File: src/rtl/column_evaluator_pkg.sv
// Shared types for the day-6 worksheet column sweep: widths, operator encoding, FSM states.
package column_evaluator_pkg;
    localparam int ARG_ROW_WIDTH  = 3;
    localparam int ARG_COL_WIDTH  = 10;
    localparam int ARG_DATA_WIDTH = 16;
    localparam int RESULT_WIDTH   = 64;
    localparam int NUM_ROWS       = 2 ** ARG_ROW_WIDTH;

    typedef logic [ARG_ROW_WIDTH-1:0]  arg_row_t;
    typedef logic [ARG_ROW_WIDTH:0]    row_cnt_t;
    typedef logic [ARG_COL_WIDTH-1:0]  arg_col_t;
    typedef logic [ARG_DATA_WIDTH-1:0] arg_data_t;
    typedef logic [RESULT_WIDTH-1:0]   result_t;

    typedef enum logic {OP_ADD = 1'b0, OP_MUL = 1'b1} op_t;

    typedef enum logic [2:0] {
        ST_IDLE,
        ST_FETCH,
        ST_LATCH,
        ST_REDUCE,
        ST_ACCUM,
        ST_DONE
    } state_t;

    // A zero row count still reduces row 0; counts beyond the store depth saturate.
    function automatic row_cnt_t clamp_rows(input row_cnt_t n);
        if (n == '0) return row_cnt_t'(1);
        if (n > row_cnt_t'(NUM_ROWS)) return row_cnt_t'(NUM_ROWS);
        return n;
    endfunction
endpackage

File: src/rtl/column_reducer.sv
// Column accumulator: loads the first row word, then folds further rows with add or multiply.
module column_reducer
    import column_evaluator_pkg::*;
(
    input  logic      clk,
    input  logic      rst,
    input  logic      init,
    input  logic      step,
    input  op_t       op,
    input  arg_data_t init_val,
    input  arg_data_t operand,
    output result_t   acc
);
    result_t operand_ext;

    assign operand_ext = result_t'(operand);

    // Products and sums wrap modulo 2**RESULT_WIDTH.
    always_ff @(posedge clk or posedge rst) begin
        if (rst) begin
            acc <= '0;
        end else if (init) begin
            acc <= result_t'(init_val);
        end else if (step) begin
            acc <= (op == OP_MUL) ? acc * operand_ext : acc + operand_ext;
        end
    end
endmodule

File: src/rtl/column_evaluator.sv
// Sweeps worksheet columns, reduces each with its operator and accumulates the grand total.
module column_evaluator
    import column_evaluator_pkg::*;
(
    input  logic      clk,
    input  logic      rst,
    input  logic      start,
    input  arg_col_t  col_count,
    input  row_cnt_t  row_count,
    output arg_col_t  rd_arg_col,
    input  arg_data_t rd_arg_data_row0,
    input  arg_data_t rd_arg_data_row1,
    input  arg_data_t rd_arg_data_row2,
    input  arg_data_t rd_arg_data_row3,
    input  arg_data_t rd_arg_data_row4,
    input  arg_data_t rd_arg_data_row5,
    input  arg_data_t rd_arg_data_row6,
    input  arg_data_t rd_arg_data_row7,
    output arg_col_t  rd_op_col,
    input  logic      rd_op,
    output logic      busy,
    output logic      col_result_valid,
    output result_t   col_result,
    output result_t   total,
    output logic      done,
    output logic      total_valid
);
    state_t   state, state_nxt;
    arg_col_t col, cols_q;
    row_cnt_t rows_q;
    arg_row_t row;
    op_t      op_q;
    logic     red_init, red_step;
    result_t  acc;

    logic [NUM_ROWS-1:0][ARG_DATA_WIDTH-1:0] row_in, row_vec;

    assign row_in = {rd_arg_data_row7, rd_arg_data_row6, rd_arg_data_row5, rd_arg_data_row4,
                     rd_arg_data_row3, rd_arg_data_row2, rd_arg_data_row1, rd_arg_data_row0};

    assign rd_arg_col = col;
    assign rd_op_col  = col;
    assign busy       = (state != ST_IDLE) && (state != ST_DONE);

    always_ff @(posedge clk or posedge rst) begin
        if (rst) state <= ST_IDLE;
        else     state <= state_nxt;
    end

    always_comb begin
        state_nxt = state;
        red_init  = 1'b0;
        red_step  = 1'b0;
        case (state)
            ST_IDLE, ST_DONE: if (start) state_nxt = (col_count == '0) ? ST_DONE : ST_FETCH;
            ST_FETCH:         state_nxt = ST_LATCH;
            ST_LATCH: begin
                red_init  = 1'b1;
                state_nxt = (rows_q == row_cnt_t'(1)) ? ST_ACCUM : ST_REDUCE;
            end
            ST_REDUCE: begin
                red_step = 1'b1;
                if ({1'b0, row} == rows_q - 1'b1) state_nxt = ST_ACCUM;
            end
            ST_ACCUM:         state_nxt = (col == cols_q - 1'b1) ? ST_DONE : ST_FETCH;
            default:          state_nxt = ST_IDLE;
        endcase
    end

    always_ff @(posedge clk or posedge rst) begin
        if (rst) begin
            col              <= '0;
            cols_q           <= '0;
            rows_q           <= '0;
            row              <= '0;
            op_q             <= OP_ADD;
            row_vec          <= '0;
            col_result_valid <= 1'b0;
            col_result       <= '0;
            total            <= '0;
            done             <= 1'b0;
            total_valid      <= 1'b0;
        end else begin
            col_result_valid <= 1'b0;
            done             <= 1'b0;
            case (state)
                ST_IDLE, ST_DONE: begin
                    if (start) begin
                        cols_q <= col_count;
                        rows_q <= clamp_rows(row_count);
                        col    <= '0;
                        total  <= '0;
                        // An empty sheet completes immediately with a zero total.
                        done        <= (col_count == '0);
                        total_valid <= (col_count == '0);
                    end
                end
                ST_LATCH: begin
                    row_vec <= row_in;
                    op_q    <= op_t'(rd_op);
                    row     <= arg_row_t'(1);
                end
                ST_REDUCE: row <= row + 1'b1;
                ST_ACCUM: begin
                    col_result       <= acc;
                    col_result_valid <= 1'b1;
                    total            <= total + acc;
                    if (col == cols_q - 1'b1) begin
                        done        <= 1'b1;
                        total_valid <= 1'b1;
                    end else begin
                        col <= col + 1'b1;
                    end
                end
                default: ;
            endcase
        end
    end

    // Row 0 seeds the accumulator straight from the store read port during LATCH.
    column_reducer u_reducer (
        .clk     (clk),
        .rst     (rst),
        .init    (red_init),
        .step    (red_step),
        .op      (op_q),
        .init_val(row_in[0]),
        .operand (row_vec[row]),
        .acc     (acc)
    );
endmodule

File: config.mk
export PLATFORM = sky130hd
export DESIGN_NAME = column_evaluator
export DESIGN_NICKNAME = d
export VERILOG_FILES = /design/src/rtl/column_evaluator_pkg.sv /design/src/rtl/column_reducer.sv /design/src/rtl/column_evaluator.sv
export SDC_FILE = /design/constraint.sdc
export NUM_CORES = 2
export LEC_CHECK = 0
export BUFFER_PORTS_ARGS = -buffer_cell sky130_fd_sc_hd__buf_4
export CORE_UTILIZATION = 69
export DETAILED_ROUTE_END_ITERATION = 10
export GPL_ROUTABILITY_DRIVEN = 0
export PLACE_DENSITY = 0.95
export SETUP_SLACK_MARGIN = 0.4
export SLEW_MARGIN = 0
export SYNTH_ARGS = -nofsm -noshare
export SYNTH_HDL_FRONTEND = slang
export SYNTH_SLANG_ARGS = --single-unit
File: constraint.sdc
create_clock -name clk -period 35 [get_ports clk]
set_input_delay 7 -clock clk [delete_from_list [all_inputs] [get_ports clk]]
set_output_delay 7 -clock clk [all_outputs]
set_load 0.05 [all_outputs]
==> results.tsv, run 1 <==
metric	value	unit
sequential share of the synthesized area	18.7	%
post-synth cell types	97	
status	aborted with a tool error	
Synth Area in Simple Gates	16.8	%
GRT overflow	46	
Stop Error	[ERROR GRT-0232] Routing congestion too high. Check the congestion heatmap in the GUI.	
Total GRT Usage	61.2	%
Area contributors post-synth	fa_1, dfrtp_1, nand2_1	
initial antenna violation count	43	
row count	95	
leading area contributor after synthesis	fa_1	
Synth Area in Compound Gates	9.66	%
area share of the largest cell type after synthesis	31.9	%
CTS H-tree lvls	2	
I/O Pins	298	
postcts setup bufs	0	
detailed placement HPWL	113000	um
Max clock buf depth	3	
cts hold-fix bufs	0	
Failed at	global routing	
Post-synth EDFFs	0	
Post-CTS Resized	0	
Synth Flop Type	dfrtp_1	
Die Width	264	um
Synth Area in XOR/XNOR	3.13	%
Mean Syn Cell Area	8.91	um^2
Synth Register Bits	354	
Synth Instances	5305	
clock tree root driver cell	clkbuf_16	
FFs w/ async S/R, synth	100	%
largest family of logic cells by synthesized area	adder cells	
adder-cell share of the synthesized area	36.7	%
Synth Net Count	6386	
number of port buffers	297	
pin count of the biggest net entering global routing	164	
CTS Sinks	354	
Die H	264	um
TritonCTS Buffers	41	
starting density of the core	70.0	%
warnings from Yosys	0	
post-synthesis mux area share	5.42	%
Post-Syn Area	0.0473	mm^2
==> metrics by stage <==
| stage | cells | hold WS (ns) | area (um^2) | setup slack (ns) |
|---|---|---|---|---|
| floorplan | 5305 | 0.465 | 47300 | 18.18 |
| global placement | 6219 | 0.460 | 49900 | 26.05 |
| detailed placement | 6219 | 0.465 | 49900 | 25.79 |
| CTS | 6295 | 0.485 | 51400 | 25.39 |
==> cells in the mapped netlist (6+ instances only) <==
cell type  count
o21a_1        25
nand2b_1      14
buf_1          7
fa_1         754
nand2_1     1031
ha_1         181
nor2b_1       24
and2_1       268
mux4_2        31
o221ai_1       6
o21ai_0      232
o21ai_1       14
o31ai_1       10
mux2i_1       15
clkbuf_1     292
xor2_1        55
o21bai_1      23
inv_1        847
a211o_1        8
a22oi_1       11
o22ai_1        6
o311ai_0       8
nor3_1        36
nand3_1       90
a31o_2         6
nor2_1       143
or3_1         19
nand4_1       42
and3_1        22
xnor2_1      112
dfrtp_1      354
o211ai_1      21
a31oi_1       29
nor4_1        19
a211oi_1      18
o31a_1         8
buf_4         10
buf_2         14
mux2_2       140
a21oi_1      171
a21o_1        77
==> per-layer routing <==
metal / track usage (%) / overflow
met4: 56.6 / 18
met2: 76.6 / 26
met1: 61.3 / 0
met3: 48.4 / 1
met5: 24.7 / 1
==> cell families after synthesis <==
group                      count (synthesis)
adders and majority gates                935
and+or+nand+nor                         1747
DFF                                      354
buffers and inverters                   1179
AOI/OAI and AO/OA                        729
muxes                                    193
xor gates and xnor gates                 168
==> run 2: changes to the inputs <==
- CORE_UTILIZATION: 69 -> 40
- PLACE_DENSITY: 0.95 -> unset
- PLACE_DENSITY_LB_ADDON: unset -> 0.15
- SETUP_SLACK_MARGIN: 0.4 -> unset
==> results.tsv, run 2 <==
metric	value	unit	change
status	completed		
global-route wire length before repair	247000	um	
Slew Viols, Final	0		
crit share post-route	26.6	%	
pin count of the biggest net entering global routing	118		
cell with the most instances after synthesis	nand2_1		
DRC viols	0		
detailed placement HPWL	118000	um	+4.8%
warnings from Yosys	0		unchanged
Die Width	346	um	+31%
Synth Area in Compound Gates	9.66	%	unchanged
number of vias per cell	5.44		
Die H	346	um	+31%
sequential share of the synthesized area	18.7	%	unchanged
final std cells w/o fill	6974		
CTS Sinks	354		unchanged
GRT overflow	0		
Synth Net Count	6386		unchanged
Net count, final	6497		
clock transition at the registers of the reported paths	0.06	ns	
Critical Path AT	9.76	ns	
CTS tree	done		
worst-margin pin slew	1.42	ns	
adder-cell share of the synthesized area	36.7	%	unchanged
Avg WL per Cell	22.9	um	
max cap viols	0		
Post-synth top cells	nand2_1, inv_1, fa_1		
number of port buffers	297		unchanged
row count	125		+32%
core area	0.117	mm^2	
final wirelength	160000	um	
Post-Syn Area	0.0473	mm^2	unchanged
Worst slew margin	5.25	%	
Synth Area in XOR/XNOR	3.13	%	unchanged
I/O Pins	298		unchanged
fill count	11600		
area share of the largest cell type after synthesis	31.9	%	unchanged
area added between synthesis and finish	10.6	%	
initial antenna violation count	12		
Mean Syn Cell Area	8.91	um^2	unchanged
Post-CTS Resized	0		unchanged
commonest non-fill, non-tap cell in the layout	nand2_1		
FFs w/ async S/R, synth	100	%	unchanged
via count	37900		
post-synth cell types	97		unchanged
Final Core Density	44.8	%	
vias in the first global route	39400		
endpoints failing hold	0		
post-synthesis mux area share	5.42	%	unchanged
DR iter-0 viols	2813		
Crit Path Class	flop to flop		
largest family of logic cells by synthesized area	adder cells		
setup TNS	0	ns	
Synth Register Bits	354		unchanged
highest-count cells in the layout ignoring fill and taps	nand2_1, inv_1, fa_1		
Reg with most FFs	row_vec		
final clock skew	0.0285	ns	
cts hold-fix bufs	0		unchanged
Synth Instances	5305		unchanged
clock tree root driver cell	clkbuf_16		
Synth Flop Type	dfrtp_1		
RSZ-0062 raised after global routing	no		
postcts setup bufs	0		unchanged
Worst-Skew Late Latency	0.63	ns	
placed cells	6895		+11%
Setup Viol. Count Final	0		
CP endpoint kind	flop		
Post-synth EDFFs	0		unchanged
DRT Pass-1 Iters	5		
Synth Area in Simple Gates	16.8	%	unchanged
area of the die	0.120	mm^2	
starting density of the core	40.5	%	-30 points
leading area contributor after synthesis	fa_1		
CP Max Fanout	36		
Max clock buf depth	3		unchanged
startpoint types	flop		
CTS H-tree lvls	2		unchanged
share of cells above drive strength 1	12.5	%	
TritonCTS Buffers	43		+4.9%
Final Critical Period	9.29	ns	
Fmax achieved	0.108	GHz	
post-route ant nets	0		
worst path required time	35.47	ns	
Hold WS	0.471	ns	
max reg flops	128		
hold crit path type	flop to flop		
Total GRT Usage	27.1	%	
Area contributors post-synth	fa_1, dfrtp_1, nand2_1		
## run 2: cell counts after synthesis
Identical to the previous run, type by type.
## run 2: stage by stage
stage | area (um^2) | setup slack (ns)
2_1_floorplan | 47300 | 18.18
3_3_place_gp | 50900 | 26.00
3_5_place_dp | 50900 | 25.86
4_1_cts | 52300 | 25.79
5_1_grt | 52300 | 25.34
6_report | 52300 | 25.71
## run 2: layout make-up
| type | count | area [um^2] | area share, % |
|---|---|---|---|
| Antenna cell | 4 | 10.0 | 0.0191 |
| Clock buffer | 61 | 1210 | 2.32 |
| Clock inverter | 14 | 198 | 0.378 |
| Inverter | 851 | 3200 | 6.13 |
| Multi-Input combinational cell | 3772 | 33900 | 64.9 |
| Sequential cell | 354 | 8860 | 17.0 |
| Tap cell | 1524 | 1910 | 3.65 |
| Timing Repair Buffer | 394 | 2970 | 5.68 |
## run 2: worst paths after layout
check	start	to	slack [ns]	depth (start not counted)
worst min register to register	col_result[0]	col_result[0]	0.47	2
worst max register to register	row[0]	u_reducer.acc[60]	25.71	24
worst max-delay path	row[0]	u_reducer.acc[60]	25.71	24
min in group asynchronous	rst	row_vec[11]	6.48	2
max in group asynchronous	rst	op_q	26.85	3
worst min-delay path	col_result[0]	col_result[0]	0.47	2
## run 2: cell families after synthesis
kind of cell               Yosys count
AOI/OAI and AO/OA                  729
adders and majority gates          935
and+or+nand+nor                   1747
buffers and inverters             1179
xor gates and xnor gates           168
muxes                              193
DFF                                354
## run 2: per-layer routing
metal  wire length (um)  global-route usage [%]
met1              68500                    36.5
met2              77000                    45.4
met3               9190                    3.40
met4               5280                    8.27
met5                  0                       0
## run 2: critical path, stage by stage, from the launching register on
cell	delay, ns
dfrtp_2	0.33
buf_4	0.52
mux4_2	0.62
mux2i_4	0.44
inv_1	0.62
and2_1	0.39
fa_1	0.50
fa_1	0.43
fa_1	0.52
fa_1	0.43
fa_1	0.50
inv_1	0.05
fa_1	0.49
inv_1	0.05
ha_1	0.41
nand2_1	0.11
or3_1	0.41
a2111oi_1	0.73
o31a_1	0.26
o21ai_1	0.15
a211oi_2	0.32
o21ai_1	0.17
nor4bb_1	0.16
o31ai_1	0.29
o311ai_1	0.16
Power of run 2 is left out: the tool's default activity adds up to more than one toggle a clock period on the data nets, which glitch-free logic cannot reach.
